$ cat config.mk
export PLATFORM = sky130hd
export DESIGN_NAME = credit_manager_mp
export DESIGN_NICKNAME = d
export VERILOG_FILES = /design/src/rtl/credit_manager_mp_pkg.sv /design/src/rtl/credit_manager_mp_coin_debouncer.sv /design/src/rtl/credit_manager_mp.sv
export SDC_FILE = /design/constraint.sdc
export NUM_CORES = 1
export LEC_CHECK = 0
export ABC_CLOCK_PERIOD_IN_PS = 3300
export BUFFER_PORTS_ARGS = -buffer_cell sky130_fd_sc_hd__buf_2
export CAP_MARGIN = 10
export CORE_MARGIN = 5
export CORE_UTILIZATION = 35
export DETAILED_ROUTE_END_ITERATION = 16
export PLACE_DENSITY = 0.61
export SLEW_MARGIN = 20
export SYNTH_ARGS = -nofsm -noshare
export SYNTH_HDL_FRONTEND = slang
export SYNTH_SLANG_ARGS = --single-unit
export TNS_END_PERCENT = 20
$ cat constraint.sdc
create_clock -name clk -period 3.3 [get_ports clk]
set_input_delay 0.165 -clock clk [delete_from_list [all_inputs] [get_ports clk]]
set_output_delay 0.165 -clock clk [all_outputs]
set_load 0.02 [all_outputs]
$ cat src/rtl/credit_manager_mp_pkg.sv
// -----------------------------------------------------------------------------
// credit_pkg
// Shared constants and types for the multi-slot credit manager:
//   CREDIT_W      width of the credit counter
//   MAX_SLOTS     largest supported number of coin slots
//   RGB_W         width of an RGB332 pixel
//   COST_1P/2P    credits charged per game start
//   player_mode_t 1P / 2P selector carried on playerMode
//   db_state_t    debouncer stable-level state
//   startCost()   maps a player mode to its cost
// -----------------------------------------------------------------------------
package credit_pkg;

  localparam int CREDIT_W  = 4;
  localparam int MAX_SLOTS = 4;
  localparam int RGB_W     = 8;

  localparam logic [CREDIT_W-1:0] COST_1P = 4'd1;
  localparam logic [CREDIT_W-1:0] COST_2P = 4'd2;

  typedef enum logic {
    MODE_1P = 1'b0,
    MODE_2P = 1'b1
  } player_mode_t;

  typedef enum logic {
    DB_RELEASED = 1'b0,
    DB_PRESSED  = 1'b1
  } db_state_t;

  function automatic logic [CREDIT_W-1:0] startCost(input player_mode_t mode);
    return (mode == MODE_2P) ? COST_2P : COST_1P;
  endfunction

endpackage

$ cat src/rtl/credit_manager_mp_coin_debouncer.sv
// -----------------------------------------------------------------------------
// coin_debouncer
// Single-slot debouncer for an active-low coin switch. A level change is
// accepted only after DEBOUNCE_CYCLES consecutive samples that differ from the
// current stable level. An accepted press (released -> pressed) produces a
// one-cycle press pulse; a new press needs an accepted release first.
// keyN is expected to be synchronous to clk.
// Ports:
//   clk     system clock
//   resetN  synchronous active-low reset (returns to the released state)
//   keyN    raw active-low coin switch
//   press   one-cycle pulse on each accepted press
// -----------------------------------------------------------------------------
module coin_debouncer
  import credit_pkg::*;
#(
  parameter int DEBOUNCE_CYCLES = 16
) (
  input  logic clk,
  input  logic resetN,
  input  logic keyN,
  output logic press
);

  localparam int              CNT_W    = $clog2(DEBOUNCE_CYCLES + 1);
  localparam logic [CNT_W-1:0] CNT_LAST = CNT_W'(DEBOUNCE_CYCLES - 1);

  db_state_t        state, stateNext;
  logic [CNT_W-1:0] cnt, cntNext;
  logic             differs;
  logic             pressEdge, pressQ;

  // State register
  always_ff @(posedge clk) begin
    if (!resetN) begin
      state  <= DB_RELEASED;
      cnt    <= '0;
      pressQ <= 1'b0;
    end else begin
      state  <= stateNext;
      cnt    <= cntNext;
      pressQ <= pressEdge;
    end
  end

  // Next-state: count consecutive samples that disagree with the stable
  // level; any agreeing sample restarts the count.
  always_comb begin
    stateNext = state;
    cntNext   = '0;
    differs   = (state == DB_RELEASED) ? ~keyN : keyN;
    if (differs) begin
      if (cnt == CNT_LAST) begin
        stateNext = (state == DB_RELEASED) ? DB_PRESSED : DB_RELEASED;
      end else begin
        cntNext = cnt + 1'b1;
      end
    end
  end

  // Output: a press is the accepted released -> pressed transition
  always_comb begin
    pressEdge = (state == DB_RELEASED) && (stateNext == DB_PRESSED);
  end

  assign press = pressQ;

endmodule

$ cat src/rtl/credit_manager_mp.sv
// -----------------------------------------------------------------------------
// credit_manager_mp
// Multi-slot coin-to-credit manager. Each coin input is debounced, pending
// coins are serviced one per cycle in slot-index order, coins are converted to
// credits at COINS_PER_CREDIT coins per credit (saturating at MAX_CREDITS),
// game starts are charged 1 or 2 credits, and a row of credit icons is drawn.
//
// Optional build macro FREE_PLAY_EN: when defined, freePlay=1 grants every
// start request without charging credits. When undefined, freePlay is ignored.
//
// Start handshake: startReq is a one-cycle request, only considered while
// standBy=1. Exactly one of startAck / startDenied pulses on the following
// cycle for each considered request; requests with standBy=0 get no answer.
//
// Ports:
//   clk, resetN        clock, synchronous active-low reset
//   pixelX, pixelY     current pixel coordinate
//   keyCoinN           raw active-low coin switches, one per slot
//   standBy            attract/start screen active
//   startReq           one-cycle game-start request
//   playerMode         0 = 1P (cost 1), 1 = 2P (cost 2), sampled with startReq
//   freePlay           free-play switch (FREE_PLAY_EN builds only)
//   credits            current credit count
//   startAck           start granted pulse
//   startDenied        start refused pulse
//   coinRejected       coin discarded at saturation pulse
//   creditDR           drawing request (1-cycle latency from pixel inputs)
//   creditRGB          pixel colour
// -----------------------------------------------------------------------------
module credit_manager_mp
  import credit_pkg::*;
#(
  parameter int               NUM_SLOTS        = 2,
  parameter int               MAX_CREDITS      = 9,
  parameter int               COINS_PER_CREDIT = 1,
  parameter int               DEBOUNCE_CYCLES  = 16,
  parameter logic [10:0]      TOP_LEFT_X       = 11'd440,
  parameter logic [10:0]      TOP_LEFT_Y       = 11'd450,
  parameter int               ICON_W           = 16,
  parameter int               ICON_H           = 16,
  parameter logic [RGB_W-1:0] ICON_COLOR       = 8'd91
) (
  input  logic                 clk,
  input  logic                 resetN,
  input  logic [10:0]          pixelX,
  input  logic [10:0]          pixelY,
  input  logic [NUM_SLOTS-1:0] keyCoinN,
  input  logic                 standBy,
  input  logic                 startReq,
  input  logic                 playerMode,
  input  logic                 freePlay,
  output logic [CREDIT_W-1:0]  credits,
  output logic                 startAck,
  output logic                 startDenied,
  output logic                 coinRejected,
  output logic                 creditDR,
  output logic [RGB_W-1:0]     creditRGB
);

  localparam logic [CREDIT_W-1:0] MAX_CR     = CREDIT_W'(MAX_CREDITS);
  localparam logic [2:0]          FRAC_TOP   = 3'(COINS_PER_CREDIT);
  localparam int                  ICON_SHIFT = $clog2(ICON_W);
  localparam logic [11:0]         X_END      = {1'b0, TOP_LEFT_X} + 12'(MAX_CREDITS * ICON_W);
  localparam logic [11:0]         Y_END      = {1'b0, TOP_LEFT_Y} + 12'(ICON_H);

  // ---------------------------------------------------------------------------
  // Debouncers
  // ---------------------------------------------------------------------------
  logic [NUM_SLOTS-1:0] pressVec;

  for (genvar i = 0; i < NUM_SLOTS; i++) begin : gSlot
    coin_debouncer #(
      .DEBOUNCE_CYCLES(DEBOUNCE_CYCLES)
    ) uDeb (
      .clk   (clk),
      .resetN(resetN),
      .keyN  (keyCoinN[i]),
      .press (pressVec[i])
    );
  end

  // ---------------------------------------------------------------------------
  // Arbiter: fresh presses join the latched pending set in the same cycle, and
  // the lowest-index request is granted (two's-complement isolate-lowest-bit).
  // ---------------------------------------------------------------------------
  logic [NUM_SLOTS-1:0] pending, req, grant;
  logic                 coinValid;

  assign req       = pending | pressVec;
  assign grant     = req & (~req + NUM_SLOTS'(1));
  assign coinValid = |grant;

  // ---------------------------------------------------------------------------
  // Start / coin accounting
  // ---------------------------------------------------------------------------
  logic                startValid, freeGrant;
  logic [CREDIT_W-1:0] cost, afterCharge, creditsNext;
  logic [2:0]          frac, fracNext, fracInc;
  logic                affordable, doCharge;
  logic                ackNext, denyNext, rejectNext;

  assign startValid = startReq & standBy;

`ifdef FREE_PLAY_EN
  assign freeGrant = startValid & freePlay;
`else
  logic unusedFreePlay;
  assign unusedFreePlay = freePlay;
  assign freeGrant      = 1'b0;
`endif

  // Affordability uses the pre-update count; the coin is then applied on top
  // of the post-charge value, so saturation is judged after the subtraction.
  always_comb begin
    cost        = startCost(player_mode_t'(playerMode));
    affordable  = (credits >= cost);
    doCharge    = startValid & affordable & ~freeGrant;
    afterCharge = doCharge ? (credits - cost) : credits;
    creditsNext = afterCharge;
    fracNext    = frac;
    fracInc     = frac + 3'd1;
    rejectNext  = 1'b0;
    if (coinValid) begin
      if (afterCharge >= MAX_CR) begin
        rejectNext = 1'b1;
      end else if (fracInc == FRAC_TOP) begin
        fracNext    = '0;
        creditsNext = afterCharge + 1'b1;
      end else begin
        fracNext = fracInc;
      end
    end
    ackNext  = startValid & (affordable | freeGrant);
    denyNext = startValid & ~affordable & ~freeGrant;
  end

  // ---------------------------------------------------------------------------
  // Icon row drawing
  // ---------------------------------------------------------------------------
  logic [10:0] relX, iconIdx, iconCol;
  logic        inX, inY, inGap, hit;

  assign relX    = pixelX - TOP_LEFT_X;
  assign iconIdx = relX >> ICON_SHIFT;
  assign iconCol = relX & 11'(ICON_W - 1);
  assign inX     = ({1'b0, pixelX} >= {1'b0, TOP_LEFT_X}) && ({1'b0, pixelX} < X_END);
  assign inY     = ({1'b0, pixelY} >= {1'b0, TOP_LEFT_Y}) && ({1'b0, pixelY} < Y_END);
  // The last two columns of every icon are left blank as a separator.
  assign inGap   = (iconCol >= 11'(ICON_W - 2));
  assign hit     = inX & inY & ~inGap & (iconIdx < 11'(credits));

  // ---------------------------------------------------------------------------
  // Registers
  // ---------------------------------------------------------------------------
  always_ff @(posedge clk) begin
    if (!resetN) begin
      credits      <= '0;
      frac         <= '0;
      pending      <= '0;
      startAck     <= 1'b0;
      startDenied  <= 1'b0;
      coinRejected <= 1'b0;
      creditDR     <= 1'b0;
      creditRGB    <= '0;
    end else begin
      credits      <= creditsNext;
      frac         <= fracNext;
      pending      <= req & ~grant;
      startAck     <= ackNext;
      startDenied  <= denyNext;
      coinRejected <= rejectNext;
      creditDR     <= hit;
      creditRGB    <= hit ? ICON_COLOR : '0;
    end
  end

endmodule

* Word level (Yosys, flattened, before mapping)
Cells that the tools add are included.
** Storage, ports and cells
- Flip-flop bits (word level) :: 35
- Input bits :: 30
- Logic and storage cells :: 78
** Cells by class
- Magnitude comparators :: 8
- $add $sub $neg :: 7
- Mux-type cells :: 16
- Reductions and logical operators :: 9
- Equality and inequality tests :: 3
- Bitwise gates (word level) :: 21
** Operators by type and width (number)
- $ge A11 B9 Y1 const B :: 2
- $mux W4 :: 4
- $lt A11 B10 Y1 const B :: 1
- $lt A11 B9 Y1 const B :: 1
- $sub A11 B9 Y11 const B :: 1
- $add A5 B1 Y5 const B :: 2
- $eq A5 B4 Y1 const B :: 2
- $not A1 Y1 :: 10
- $mux W1 :: 9
- $ge A4 B4 Y1 const B :: 2
- $lt A7 B4 Y1 :: 1
- $mux W7 :: 1
- $and A1 B1 Y1 :: 6
- $reduce_or A3 Y1 :: 2
- $add A4 B1 Y4 const B :: 1
- $and A2 B2 Y2 :: 2
- $ge A4 B2 Y1 :: 1
- $logic_and A1 B1 Y1 :: 4
- $not A2 Y2 :: 2
- $reduce_and A2 Y1 :: 2
- $sub A4 B2 Y4 :: 1
- $add A3 B1 Y3 const B :: 1
- $eq A3 B1 Y1 const B :: 1
- $mux W3 :: 1
- 4 further kinds :: 4

* Logic depth before layout (Yosys ltp)
- Word-level depth :: 8
- Depth in mapped cells :: 10

* By module
From an unflattened synthesis, not the netlist that was laid out.
** Unflattened totals
- Cells, all modules :: 169
- Area, all modules :: 1519.0 um2
** By module, submodules not included
- credit_manager_mp :: seq. area each 240.2 um2, times used 1, area each 985.9 um2, cells each 117
- coin_debouncer :: seq. area each 140.1 um2, times used 2, area each 266.5 um2, cells each 26

* Worst setup path after synthesis
Ideal clock, no wire load.
- Kind :: register to register
- Start point :: register credits[0]
- End point :: register credits[2]
- Data arrival time :: 2.701 ns
- Period minus slack after synthesis :: 2.822 ns
- Slack :: 0.478 ns
- Path buffers :: 0
- Setup time :: 0.121 ns
- Stages on the path, launching flop included :: 10
- Cell sequence :: dfxtp_1 > inv_1 > ha_1 > inv_1 > fa_1 > or4_1 > a211o_1 > a2111oi_2 > and3_1 > nor3_1
** On the way
- Word-level cells in the longest chain between the ends :: 7
** Ends and longest elaborated chain
- start: declaration :: RTL line credit_manager_mp.sv:52 : output logic [CREDIT_W-1:0] credits,
- start signal: assignment :: RTL line credit_manager_mp.sv:166 : credits <= creditsNext;
- $ge A4 B2 Y1 :: RTL line credit_manager_mp.sv:116 : affordable = (credits >= cost);
- $and A1 B1 Y1 :: RTL line credit_manager_mp.sv:117 : doCharge = startValid & affordable & ~freeGrant;
- $mux W4 * :: RTL line credit_manager_mp.sv:118 : afterCharge = doCharge ? (credits - cost) : credits;
- $add A4 B1 Y4 :: RTL line credit_manager_mp.sv:128 : creditsNext = afterCharge + 1'b1;
- $mux W4 :: RTL line credit_manager_mp.sv:126 : end else if (fracInc == FRAC_TOP) begin
- $mux W4 :: RTL line credit_manager_mp.sv:124 : if (afterCharge >= MAX_CR) begin
- $mux W4 * :: RTL line credit_manager_mp.sv:123 : if (coinValid) begin
Every way passes the cells marked *; elsewhere a longest branch is shown, timed or not.
A chain may end at the register's enable or synchronous reset.

* Final worst setup path
Ends and elaborated chain as after synthesis.

==> flow_summary_export.csv <==
group,metric,value,unit
outcome,outcome,"complete, no violations",
layout,post_route_cells_drive_above_1_share,24.0,%
route,ant_nets,0,
layout,fin_nets,246,
yosys,synth_seq_cells,26,
critical_path,setup.worst_path.end_class,"register",
layout,final_cell_count_no_fill,250,
yosys,syn_avg_cell_area,9.01,um2
yosys,yosysTopAreaCellShare,35.2,%
global_route,global_route_track_usage_on_met3,3.07,%
yosys,post_synth_mux_area_share,3.39,%
layout,total_non_filler_cell_area_in_the_finished_layout,0.00172,mm2
layout,area_delta_synth_final,16.7,%
critical_path,worst_ep_required_time,3.45,ns
critical_path,critPathKind,"reg2reg",
layout,antennaDiodeCount,0,
route,first_iter_violations,34,
place,post-place-cells,247,
cts,cts-htree-levels,1,
critical_path,timing.critical_path.fanout_max,6,
yosys,most_area_hungry_cell_type_in_the_yosys_netlist,"dfxtp_1",
yosys,synth_compound_area_share,12.5,%
yosys,syn_area,0.00148,mm2
cts,post_cts_hold_buffer_count,0,
global_route,first_pass_grt_wire_length,4470,um
worst_hold_path,timing.hold.worst.class,"in2reg",
place,gpl.final_weighted_congestion,0.725,
cts,cts_post_setup_buffers_inserted,0,
timing,timing_max_transition_violations_final,0,
yosys,synth-adder-area-share,12.4,%
flow_run,drv.max_cap_violation_count,0,
global_route,vias_in_the_first_global_route,1089,
place,placedInstanceArea,0.00168,mm2
pwr,ir_worst_vdd,0.159,mV
yosys,ys.warnings.count,0,
global_route,grt_start_max_net_pins,14,
timing,fmax,338,MHz
global_route,global_route.overflow_total,0,
route,finalWirelength,2660,um
route,drt-pass1-iter-count,4,
worst_hold_path,whs_path_depth,3,
cts,worstSkewPairLatency,0.26,ns
floorplan,die_h,75.0,um
global_route,busiest_layer,"met2",
yosys,synth_enable_flop_cells,0,
floorplan,fp.dieArea,0.00562,mm2
global_route,gr-usage-all-layers,10.0,%
cts,clock_transition_at_the_register_clock_pins_on_the_worst_setup_and_hold_paths_after_cts,0.08,ns
route,avgRoutedWirePerCell,10.6,um
place,placement.io_buffers,39,
floorplan,number_of_placed_i_o_pins,46,
pwr,final_total_pwr,616,uW
timing,finalWorstPathRequiredPeriod,2.96,ns
critical_path,worst_ep_arrival_time,3.11,ns
yosys,synth-async-reset-ratio,0,%
yosys,synthesis.instances,164,
cts,cts_made_buffers,3,
global_route,grt_util_met2,17.0,%
yosys,sequential_cell_area_fraction_in_the_yosys_report,35.2,%
critical_path,rr_endpoint,"credits[2]",
yosys,ys_top_cells_by_area,"dfxtp_1 (35%), ha_1 (11%), inv_1 (5.1%)",
global_route,grt_util_met1,12.6,%
place,dp_worst_setup_slack,0.326,ns
pwr,power-per-cell-area,357,mW/mm2
worst_hold_path,hold_path_startpoint,"pixelY[7]",
cts,clock_path_buffers,2,
yosys,synth-simple-area-share,20.3,%
route,route.vias.total,1187,
critical_path,r2r.worst_path.cells,10,
cts,cts_root_buf,"clkbuf_8",
yosys,ys.flop_type,"dfxtp_1",
timing,timing.final.ws_setup,0.339,ns
cts,cts_sinks,26,
place,post-dp-hpwl,2220,um
global_route,grt_antenna_before_repair,0,
yosys,yosys.area_share.xor_xnor,6.52,%
route,via_per_instance_ratio,4.75,
floorplan,design.core.area,0.00406,mm2
timing,post-route-period-util,89.7,%
pwr,leakage,0.814,nW
timing,finalSetupViolations,0,
timing,rsz_0062_raised_after_global_routing,"no",
route,post-route-drc-count,0,
yosys,combinational_family_with_the_most_area_after_synthesis,"simple AND/OR/NAND/NOR gates",
critical_path,crit_path_start_kind,"register",
yosys,post_synth_num_cell_types,41,
worst_hold_path,hold_worst_path_end,"creditRGB[4]",
timing,hold_violations,0,
layout,filler_cell_count,420,
cts,tritoncts_clock_tree,"built",
timing,finalSetupTns,0,ns
cts,post_cts_resize_count,0,
critical_path,worst_r2r_startpoint,"credits[0]",
floorplan,initial_util,36.4,%
timing,final.setup_skew,0.00258,ns
floorplan,die_width,75.0,um
critical_path,r2r_setup_slack,0.34,ns
floorplan,row_count,23,
-- critical path, cell delays in order, from the launching register on --
cell and delay [ns]:
dfxtp_1 0.32, inv_1 0.09, ha_1 0.18, inv_1 0.06
fa_1 0.44, a2111oi_4 0.49, o211ai_1 0.16, a211o_1 0.36
a2111oi_2 0.45, and3_1 0.24, nor3_1 0.05
-- state kept, by name (all words and copies together), names as in the netlist --
register and count:
gSlot.uDeb.cnt 10, credits 4, frac 3, gSlot.uDeb.press 2
gSlot.uDeb.state 2, coinRejected 1, creditRGB 1, pending 1
startAck 1, startDenied 1
-- metrics by stage --
| stage | utilization, % | hold WS, ns |
|---|---|---|
| after floorplan | - | 0.282 |
| after global placement | 41.5 | 0.431 |
| after detailed placement | 41.5 | 0.435 |
| after CTS | 42.5 | 0.157 |
| after global routing | 42.5 | 0.165 |
| final | 42.5 | 0.162 |
-- worst max-delay path by stage --
stage               startpoint          to  slack, ns  depth (start not counted)
detailed placement  playerMode  credits[2]       0.33                         11
floorplan           credits[0]  credits[2]       0.48                          9
global placement    credits[0]  credits[2]       0.37                         10
CTS                 credits[0]  credits[2]       0.32                         10
global route        credits[0]  credits[2]       0.14                         10
finish              credits[0]  credits[2]       0.34                         10
-- synth_stat cells, drive strengths merged, types with 5 or more instances --
cell,n
dfxtp,26
xor2,7
nor3,7
a21oi,5
and3,7
ha,13
o21ai,5
nand2,5
mux2i,5
nor2,15
inv,20
buf,8
-- final cells by class --
class | instances | area (um2) | area share [%]
sequential | 26 | 520 | 30.2
clock buffer | 3 | 41.3 | 2.39
inverter | 21 | 78.8 | 4.57
tap | 50 | 62.6 | 3.63
multi-input combinational | 111 | 826 | 47.9
timing repair buffer | 39 | 195 | 11.3
-- layout by cell type, fill, tap and decap left out, types with 7 or more instances in the layout --
cell type and n:
buf_2 39, xor2_1 7, nor2_1 15, inv_1 20, ha_1 13, nor3_1 7, dfxtp_1 26, and3_1 7
-- layer usage --
metal  routed length, um  up-vias
met5                   0        -
met4                  19        0
met3                 201        2
met2                1180       24
met1                1260      533
li1                    -      628
-- report_power, final --
| group | internal, mW | total, mW | switching, mW |
|---|---|---|---|
| Sequential | 0.320 | 0.327 | 0.00714 |
| Combinational | 0.0510 | 0.116 | 0.0655 |
| Clock | 0.0816 | 0.172 | 0.0909 |
| Total | 0.453 | 0.616 | 0.163 |
-- kinds of logic (layout without fill, tap and decap cells) --
| kind of cell | Yosys count | in the layout |
|---|---|---|
| simple gates | 55 | 55 |
| buf+inv | 29 | 63 |
| compound gates | 23 | 23 |
| other cells | 1 | 3 |
| xor+xnor | 11 | 11 |
| flops | 26 | 26 |
| fa+ha+maj | 14 | 14 |
| mux | 5 | 5 |
No activity file was read; power rests on OpenSTA's default activity.
